<file path="src/rtl/arp_rx_parser.sv">
// ARP payload parser: validates the fixed header, publishes sender bindings to the
// cache and queues replies-to-send for requests that target the local IP.
module arp_rx_parser #(
  parameter int FIFO_DEPTH       = 4,
  parameter bit ALLOW_GRATUITOUS = 1'b1,
  parameter int CNT_WIDTH        = 16
) (
  input  logic                 clk,
  input  logic                 reset,
  input  logic [7:0]           s_tdata,
  input  logic                 s_tvalid,
  input  logic                 s_tlast,
  input  logic [31:0]          local_ip_addr,
  output logic                 req_valid,
  input  logic                 req_ready,
  output logic [31:0]          req_ip,
  output logic [47:0]          req_mac,
  output logic                 learn_valid,
  output logic [31:0]          learn_ip,
  output logic [47:0]          learn_mac,
  output logic [CNT_WIDTH-1:0] drop_cnt,
  output logic [CNT_WIDTH-1:0] ovf_cnt
);
  localparam int AW = $clog2(FIFO_DEPTH);

  typedef enum logic [1:0] {PARSE, DRAIN, DROP} state_t;

  state_t        state_reg;
  logic [4:0]    b_reg;
  logic          hdr_ok_reg;
  logic [7:0]    oper_reg;
  logic [47:0]   sha_reg;
  logic [31:0]   spa_reg;
  logic [23:0]   tpa_hi_reg;

  logic          byte_ok;
  logic [31:0]   tpa;
  logic          eval, match, frame_ok, is_req, is_rep;
  logic          do_push, do_learn, do_drop;

  // Required header byte values; OPER low byte admits request or reply only.
  always_comb begin
    byte_ok = 1'b1;
    case (b_reg)
      5'd0:    byte_ok = (s_tdata == 8'h00);
      5'd1:    byte_ok = (s_tdata == 8'h01);
      5'd2:    byte_ok = (s_tdata == 8'h08);
      5'd3:    byte_ok = (s_tdata == 8'h00);
      5'd4:    byte_ok = (s_tdata == 8'h06);
      5'd5:    byte_ok = (s_tdata == 8'h04);
      5'd6:    byte_ok = (s_tdata == 8'h00);
      5'd7:    byte_ok = (s_tdata == 8'h01) || (s_tdata == 8'h02);
      default: byte_ok = 1'b1;
    endcase
  end

  // The TPA low byte is still on the bus at the evaluation edge.
  assign tpa      = {tpa_hi_reg, s_tdata};
  assign eval     = (state_reg == PARSE) && s_tvalid && (b_reg == 5'd27);
  assign is_req   = (oper_reg == 8'd1);
  assign is_rep   = (oper_reg == 8'd2);
  assign frame_ok = hdr_ok_reg && (is_req || is_rep);
  assign match    = (tpa == local_ip_addr) && (local_ip_addr != 32'd0);
  assign do_push  = eval && frame_ok && is_req && match;
  assign do_learn = eval && frame_ok &&
                    (match || (ALLOW_GRATUITOUS && (spa_reg == tpa) && (spa_reg != local_ip_addr)));
  assign do_drop  = (state_reg == PARSE) && s_tvalid &&
                    (((b_reg < 5'd27) && (s_tlast || ((b_reg <= 5'd7) && !byte_ok))) ||
                     (eval && !frame_ok));

  always_ff @(posedge clk) begin
    if (reset) begin
      state_reg  <= PARSE;
      b_reg      <= 5'd0;
      hdr_ok_reg <= 1'b1;
      oper_reg   <= 8'd0;
      sha_reg    <= 48'd0;
      spa_reg    <= 32'd0;
      tpa_hi_reg <= 24'd0;
    end else if (s_tvalid) begin
      case (state_reg)
        PARSE: begin
          if (!byte_ok) hdr_ok_reg <= 1'b0;
          if (b_reg == 5'd7) oper_reg <= s_tdata;
          if (b_reg >= 5'd8 && b_reg <= 5'd13) sha_reg <= {sha_reg[39:0], s_tdata};
          if (b_reg >= 5'd14 && b_reg <= 5'd17) spa_reg <= {spa_reg[23:0], s_tdata};
          if (b_reg >= 5'd24 && b_reg <= 5'd26) tpa_hi_reg <= {tpa_hi_reg[15:0], s_tdata};
          if (s_tlast) begin
            b_reg      <= 5'd0;
            hdr_ok_reg <= 1'b1;
          end else if (b_reg == 5'd27) begin
            state_reg <= DRAIN;
          end else if ((b_reg <= 5'd7) && !byte_ok) begin
            state_reg <= DROP;
          end else begin
            b_reg <= b_reg + 5'd1;
          end
        end
        DRAIN, DROP: begin
          if (s_tlast) begin
            state_reg  <= PARSE;
            b_reg      <= 5'd0;
            hdr_ok_reg <= 1'b1;
          end
        end
        default: state_reg <= PARSE;
      endcase
    end
  end

  always_ff @(posedge clk) begin
    if (reset) begin
      learn_valid <= 1'b0;
      learn_ip    <= 32'd0;
      learn_mac   <= 48'd0;
    end else begin
      learn_valid <= do_learn;
      if (do_learn) begin
        learn_ip  <= spa_reg;
        learn_mac <= sha_reg;
      end
    end
  end

  // Pending-reply FIFO, first-word-fall-through; a pop frees room for a same-cycle push.
  logic [79:0]   mem [FIFO_DEPTH];
  logic [AW-1:0] wr_ptr_reg, rd_ptr_reg;
  logic [AW:0]   count_reg;
  logic          pop, full, wr_en, ovf_inc;

  assign req_valid = (count_reg != '0);
  assign pop       = req_valid && req_ready;
  assign full      = (count_reg == (AW+1)'(FIFO_DEPTH));
  assign wr_en     = do_push && (!full || pop);
  assign ovf_inc   = do_push && full && !pop;
  assign req_ip    = req_valid ? mem[rd_ptr_reg][79:48] : 32'd0;
  assign req_mac   = req_valid ? mem[rd_ptr_reg][47:0]  : 48'd0;

  always_ff @(posedge clk) begin
    if (wr_en) mem[wr_ptr_reg] <= {spa_reg, sha_reg};
  end

  always_ff @(posedge clk) begin
    if (reset) begin
      wr_ptr_reg <= '0;
      rd_ptr_reg <= '0;
      count_reg  <= '0;
    end else begin
      if (wr_en) wr_ptr_reg <= wr_ptr_reg + AW'(1);
      if (pop)   rd_ptr_reg <= rd_ptr_reg + AW'(1);
      count_reg <= count_reg + (AW+1)'(wr_en) - (AW+1)'(pop);
    end
  end

  always_ff @(posedge clk) begin
    if (reset) begin
      drop_cnt <= '0;
      ovf_cnt  <= '0;
    end else begin
      if (do_drop && (drop_cnt != '1)) drop_cnt <= drop_cnt + CNT_WIDTH'(1);
      if (ovf_inc && (ovf_cnt != '1))  ovf_cnt  <= ovf_cnt + CNT_WIDTH'(1);
    end
  end
endmodule

</file>
<file path="config.mk">
export PLATFORM = sky130hd
export DESIGN_NAME = arp_rx_parser
export DESIGN_NICKNAME = d
export VERILOG_FILES = /design/src/rtl/arp_rx_parser.sv
export SDC_FILE = /design/constraint.sdc
export NUM_CORES = 1
export LEC_CHECK = 0
export ABC_AREA = 1
export BUFFER_PORTS_ARGS = -buffer_cell sky130_fd_sc_hd__buf_2
export CAP_MARGIN = 20
export CORE_MARGIN = 4
export CORE_UTILIZATION = 59
export CTS_CLUSTER_DIAMETER = 150
export CTS_CLUSTER_SIZE = 28
export DETAILED_ROUTE_END_ITERATION = 16
export PLACE_DENSITY_LB_ADDON = 0.05
export SLEW_MARGIN = 25
export SYNTH_ARGS = -nofsm -noshare
export SYNTH_HDL_FRONTEND = slang
export SYNTH_SLANG_ARGS = --single-unit
</file>
<file path="constraint.sdc">
create_clock -name clk -period 6.4 [get_ports clk]
set_clock_uncertainty 0.05 [all_clocks]
set_input_delay 0.64 -clock clk [delete_from_list [all_inputs] [get_ports clk]]
set_output_delay 0.64 -clock clk [all_outputs]
set_load 0.01 [all_outputs]
</file>
After elaboration in Yosys (flattened, before gate mapping)
Memories as Yosys holds them, arrays and structs flattened. A register that Yosys moved wholly into a read port is not among the register bits. Cells that the tools add are included. Widths: inputs -> output; s select.

Equality and inequality tests: 29. Multiplexer cells: 21. Shifts and indexed selects: 0. Order comparisons: 8. $mul: 0. $add $sub $neg: 7. Reduce and logical (&&, ||, !) cells: 47. Bitwise operators: 0. Divide/modulo/power cells: 0.

Operators by type and width (number): $eq 32x32->1 (2); $mux 48 (1); $add 16x1->16 const B (2); $mux 32 (1); $ne 16x16->1 const B (2); $ne 32x32->1 (1); $reduce_bool 32->1 (1); $logic_and 1x1->1 (22); $eq 5x3->1 const B (4); $mux 5 (4); $eq 8x1->1 const B (2); $eq 8x2->1 const B (2); $eq 8x3->1 const B (2); $mux 2 (6); $reduce_and 3->1 (4); $eq 5x2->1 const B (2); $ge 5x4->1 const B (2); $le 5x5->1 const B (2); $pmux 5 s2 (1); $ne 3x3->1 const B (3); $eq 8x4->1 const B (1); $logic_not 8->1 (1); $reduce_and 4->1 (2); $logic_or 1x1->1 (6); other kinds (27) (36).

Memories: 1. Word-level logic and storage cells: 128. Memory bits (read-only): 0. Input bits: 45. Bits in latches: 0. Bits in writable memories: 320. Bits in registers: 240.

Memories: mem (depth 4, width 80, rd ports 1, clocked after Yosys merged registers in 1, wr ports 1, line 126) `logic [79:0] mem [FIFO_DEPTH];`.

Logic depth before layout (Yosys ltp)
Word-level depth: 10. Mapped depth: 21. Depth with buffers taken out: 20.

Least setup slack after synthesis
Ideal clock, no wire load.

Kind: input to register. Start: input port s_tdata[5]. End: memory mem[0][0] (enable). Library setup time: 0.519 ns. Path slack: 0.585 ns. Arrival time: 5.246 ns. Required time: 5.831 ns. Cell stages on the path: 10. Path through: clkbuf_1 > xnor2_1 > nand2_1 > nor3_1 > nand3_1 > nor2_1 > nand4_1 > or2_2 > clkbuf_1 > nor2_1.

Word-level cells in the longest chain between the ends: 6.

RTL lines: from (decl) (line 10) `input logic [7:0] s_tdata,`; $eq 32x32->1 (line 63) `assign match = (tpa == local_ip_addr) && (local_ip_addr != 32'd0);`; $logic_and 1x1->1 (line 63); $logic_and 1x1->1 (line 64) `assign do_push = eval && frame_ok && is_req && match;`; $logic_and 1x1->1 (line 134) `assign wr_en = do_push && (!full || pop);`; $mux 1 (line 140) `if (wr_en) mem[wr_ptr_reg] <= {spa_reg, sha_reg};`; $mux 1 (not written as such) (line 140); to (decl) (line 126).

Every way passes these cells.

==> out/results.ini <==
[place]
io_buffer_count = 238
placed_cell_area_um2 = 25390
place_congestion = 0.9178
hpwl_mm = 42.74

[critical_path]
r2r_slack_ns = 2.70
crit_type = register to output port
worst-path-stages = 5
r2r-start = state_reg[0]
crit_path_top_delay_cell = dfxtp_4
cpPeakStageDelay_ns = 0.98
r2r_cells = 11
critPathBufInv = 3
rr_endpoint = mem[3][43]
startpoint_type = register
critPathCapture = req_ip[6]
path_cells = clkinv_2 -> buf_4 -> o21ai_0 -> a21oi_1 -> buf_2
critPathTopFamily = buffers and inverters
worstPathRequired_ns = 5.71
path_max_fanout = 94
end_kind = output port
arrival_ns = 3.98

[floorplan]
coreArea_um2 = 39910
initial_core_util_pct = 60.01
die_h_um = 209.5
rows = 73
die_area_um2 = 43890
io_pins = 239
die_w_um = 209.5

[synthesis]
ys_seq_elements = 562
synth_edf_count = 320
syn-instance-count = 2591
syn_area_um2 = 23950
synthArstFlopShare_pct = 0
ys.flop_type = edfxtp_1
yosys.cell_types.count = 44
synth_nets = 2651
synth_seq_area_share_pct = 60.34
ys_warn_count = 0
syn_area_per_cell_um2 = 9.245

[drt]
num_vias = 18758
post_drt_via_cell_ratio = 5.736
first_iter_violations = 1613
wire_per_inst_um = 19.80
ant_nets = 0
drc = 0
drt-total-wl_mm = 64.75
drt_pass1_iterations = 7

[final_layout]
largest_register_ff_count = 320
nets = 2788
fin_util_pct = 65.44
post-route-cell-area_um2 = 26120
antenna_cells = 0
syn_to_final_growth_pct = 9.036
drive_gt1_share_pct = 11.73

[cts]
clock-sinks = 562
clockBufferDepth = 3
ctsHoldBuffers = 0
post_cts_resized = 0
cts_tree = done
cts_buffers = 24
cts_root_buf = clkbuf_16
clkTransAtPathRegs_ns = 0.11
postCtsSetupBuffers = 0
cts_max_level = 1
clkLatencyLatePin_ns = 0.58

[pwr]
ir_worst_vdd_mv = 0.3234
p_leak_nw = 9.865
power_density_nw_per_um2 = 280.6
p_total_w = 0.007330

[global_routing]
antenna_found_initial = 0
grt_pass1_wl_mm = 100.3
first_global_vias = 17649
grt_overflow = 0
track_usage_pct = 28.48
grt_start_max_net_pins = 125

[sta]
setup_viol = 0
fin_tns_setup_ns = 0
relSlewSlack_pct = 30.66
slew_viol_final = 0
finalHoldViolCount = 0
fin_crit_sh_pct = 72.90
worst_slew_pin_slew_ns = 1.040
period_needed_ns = 4.666
max_freq_ghz = 0.2143
holdWs_ns = 0.3778
rsz0062_at_grt = no

[worst_hold_path]
hold_path.class = input pin to register

[run_status]
outcome = complete, no violations

[flow_run]
cap_violations = 0

-- cell usage in the layout (no fill, tap or decap), types with 2 or more instances in the layout --
| master | n |
|---|---|
| nor3_1 | 23 |
| nand3_2 | 2 |
| inv_2 | 4 |
| nand3b_1 | 3 |
| or2_1 | 2 |
| nand2_1 | 234 |
| inv_1 | 163 |
| dfxtp_1 | 240 |
| nor2_4 | 6 |
| clkbuf_16 | 25 |
| nor4_1 | 11 |
| buf_2 | 238 |
| nand3_1 | 142 |
| nor3b_1 | 3 |
| o2111ai_1 | 2 |
| ha_1 | 14 |
| buf_4 | 16 |
| edfxtp_1 | 320 |
| or2_2 | 8 |
| xnor2_1 | 45 |
| xor2_1 | 49 |
| o21ai_0 | 286 |
| a21oi_1 | 229 |
| nand2_2 | 3 |
| buf_6 | 2 |
| nand4_1 | 37 |
| clkbuf_1 | 17 |
| nor2_1 | 597 |
| buf_12 | 2 |
-- layer usage --
| metal | vias to the layer above | wire length, um | global-route usage [%] |
|---|---|---|---|
| li1 | 8946 | - | - |
| met4 | 0 | 1526 | 6.908 |
| met5 | - | 0 | 0 |
| met1 | 9055 | 27620 | 41.06 |
| met3 | 88 | 4794 | 3.767 |
| met2 | 669 | 30810 | 46.48 |
-- cells by family after synthesis --
kind of cell,synth area share (%)
xor gates and xnor gates,3.437
AOI/OAI and AO/OA,11.10
and+or+nand+nor,18.93
buffers and inverters,5.375
adders and majority gates,0.8148
DFF,60.34
-- synth_stat cells, drive strengths merged (10+ instances only) --
cell type / number / share of area [%]
clkbuf: 101 / 1.6
nand2: 238 / 3.8
buf: 46 / 1.1
xnor2: 45 / 1.6
nor3: 24 / 0.52
or2: 10 / 0.26
nand3: 144 / 3.1
dfxtp: 242 / 20
nand4: 38 / 1.1
edfxtp: 320 / 40
a21oi: 231 / 4.9
o21ai: 287 / 6.0
nor4: 12 / 0.38
inv: 169 / 2.6
ha: 14 / 0.73
nor2: 604 / 9.5
xor2: 49 / 1.8
-- area by class of cell --
class | instances | area, um^2
Clock inverter | 1 | 30.03
Tap cell | 525 | 656.9
Multi-Input combinational cell | 1712 | 8260
Fill cell | 3330 | 13800
Clock buffer | 42 | 689.4
Sequential cell | 562 | 14460
Inverter | 170 | 649.4
Timing Repair Buffer | 258 | 1374
-- where the power goes --
part           internal (W)  total, W  switching [W]
registers           0.00379   0.00387      0.0000794
logic              0.000512   0.00163        0.00112
clock network      0.000751   0.00183        0.00108
total               0.00506   0.00733        0.00227
-- tightest hold or removal path, delay by kind of cell --
kind,cells,cell delay (ns)
buf+inv,2,0.27
compound gates,1,0.06
-- worst min-delay path by stage --
stage                        from             to  slack, ns  cells past startpoint
floorplan           rd_ptr_reg[1]       register       0.39                      2
global placement    learn_mac[43]  learn_mac[43]       0.39                      2
detailed placement   learn_ip[31]   learn_ip[31]       0.40                      2
CTS                    s_tdata[6]    oper_reg[6]       0.33                      3
global route           s_tdata[7]    oper_reg[7]       0.38                      3
finish                 s_tdata[6]    oper_reg[6]       0.38                      3
-- per-stage QoR --
stage,std cells,worst slack (ns)
finish,3270,1.734
global route,3270,1.390
CTS,3270,1.639
detailed placement,3227,2.290
global placement,3226,2.367
floorplan,2591,0.5853
Note: power is estimated with default switching activity, not from simulation.
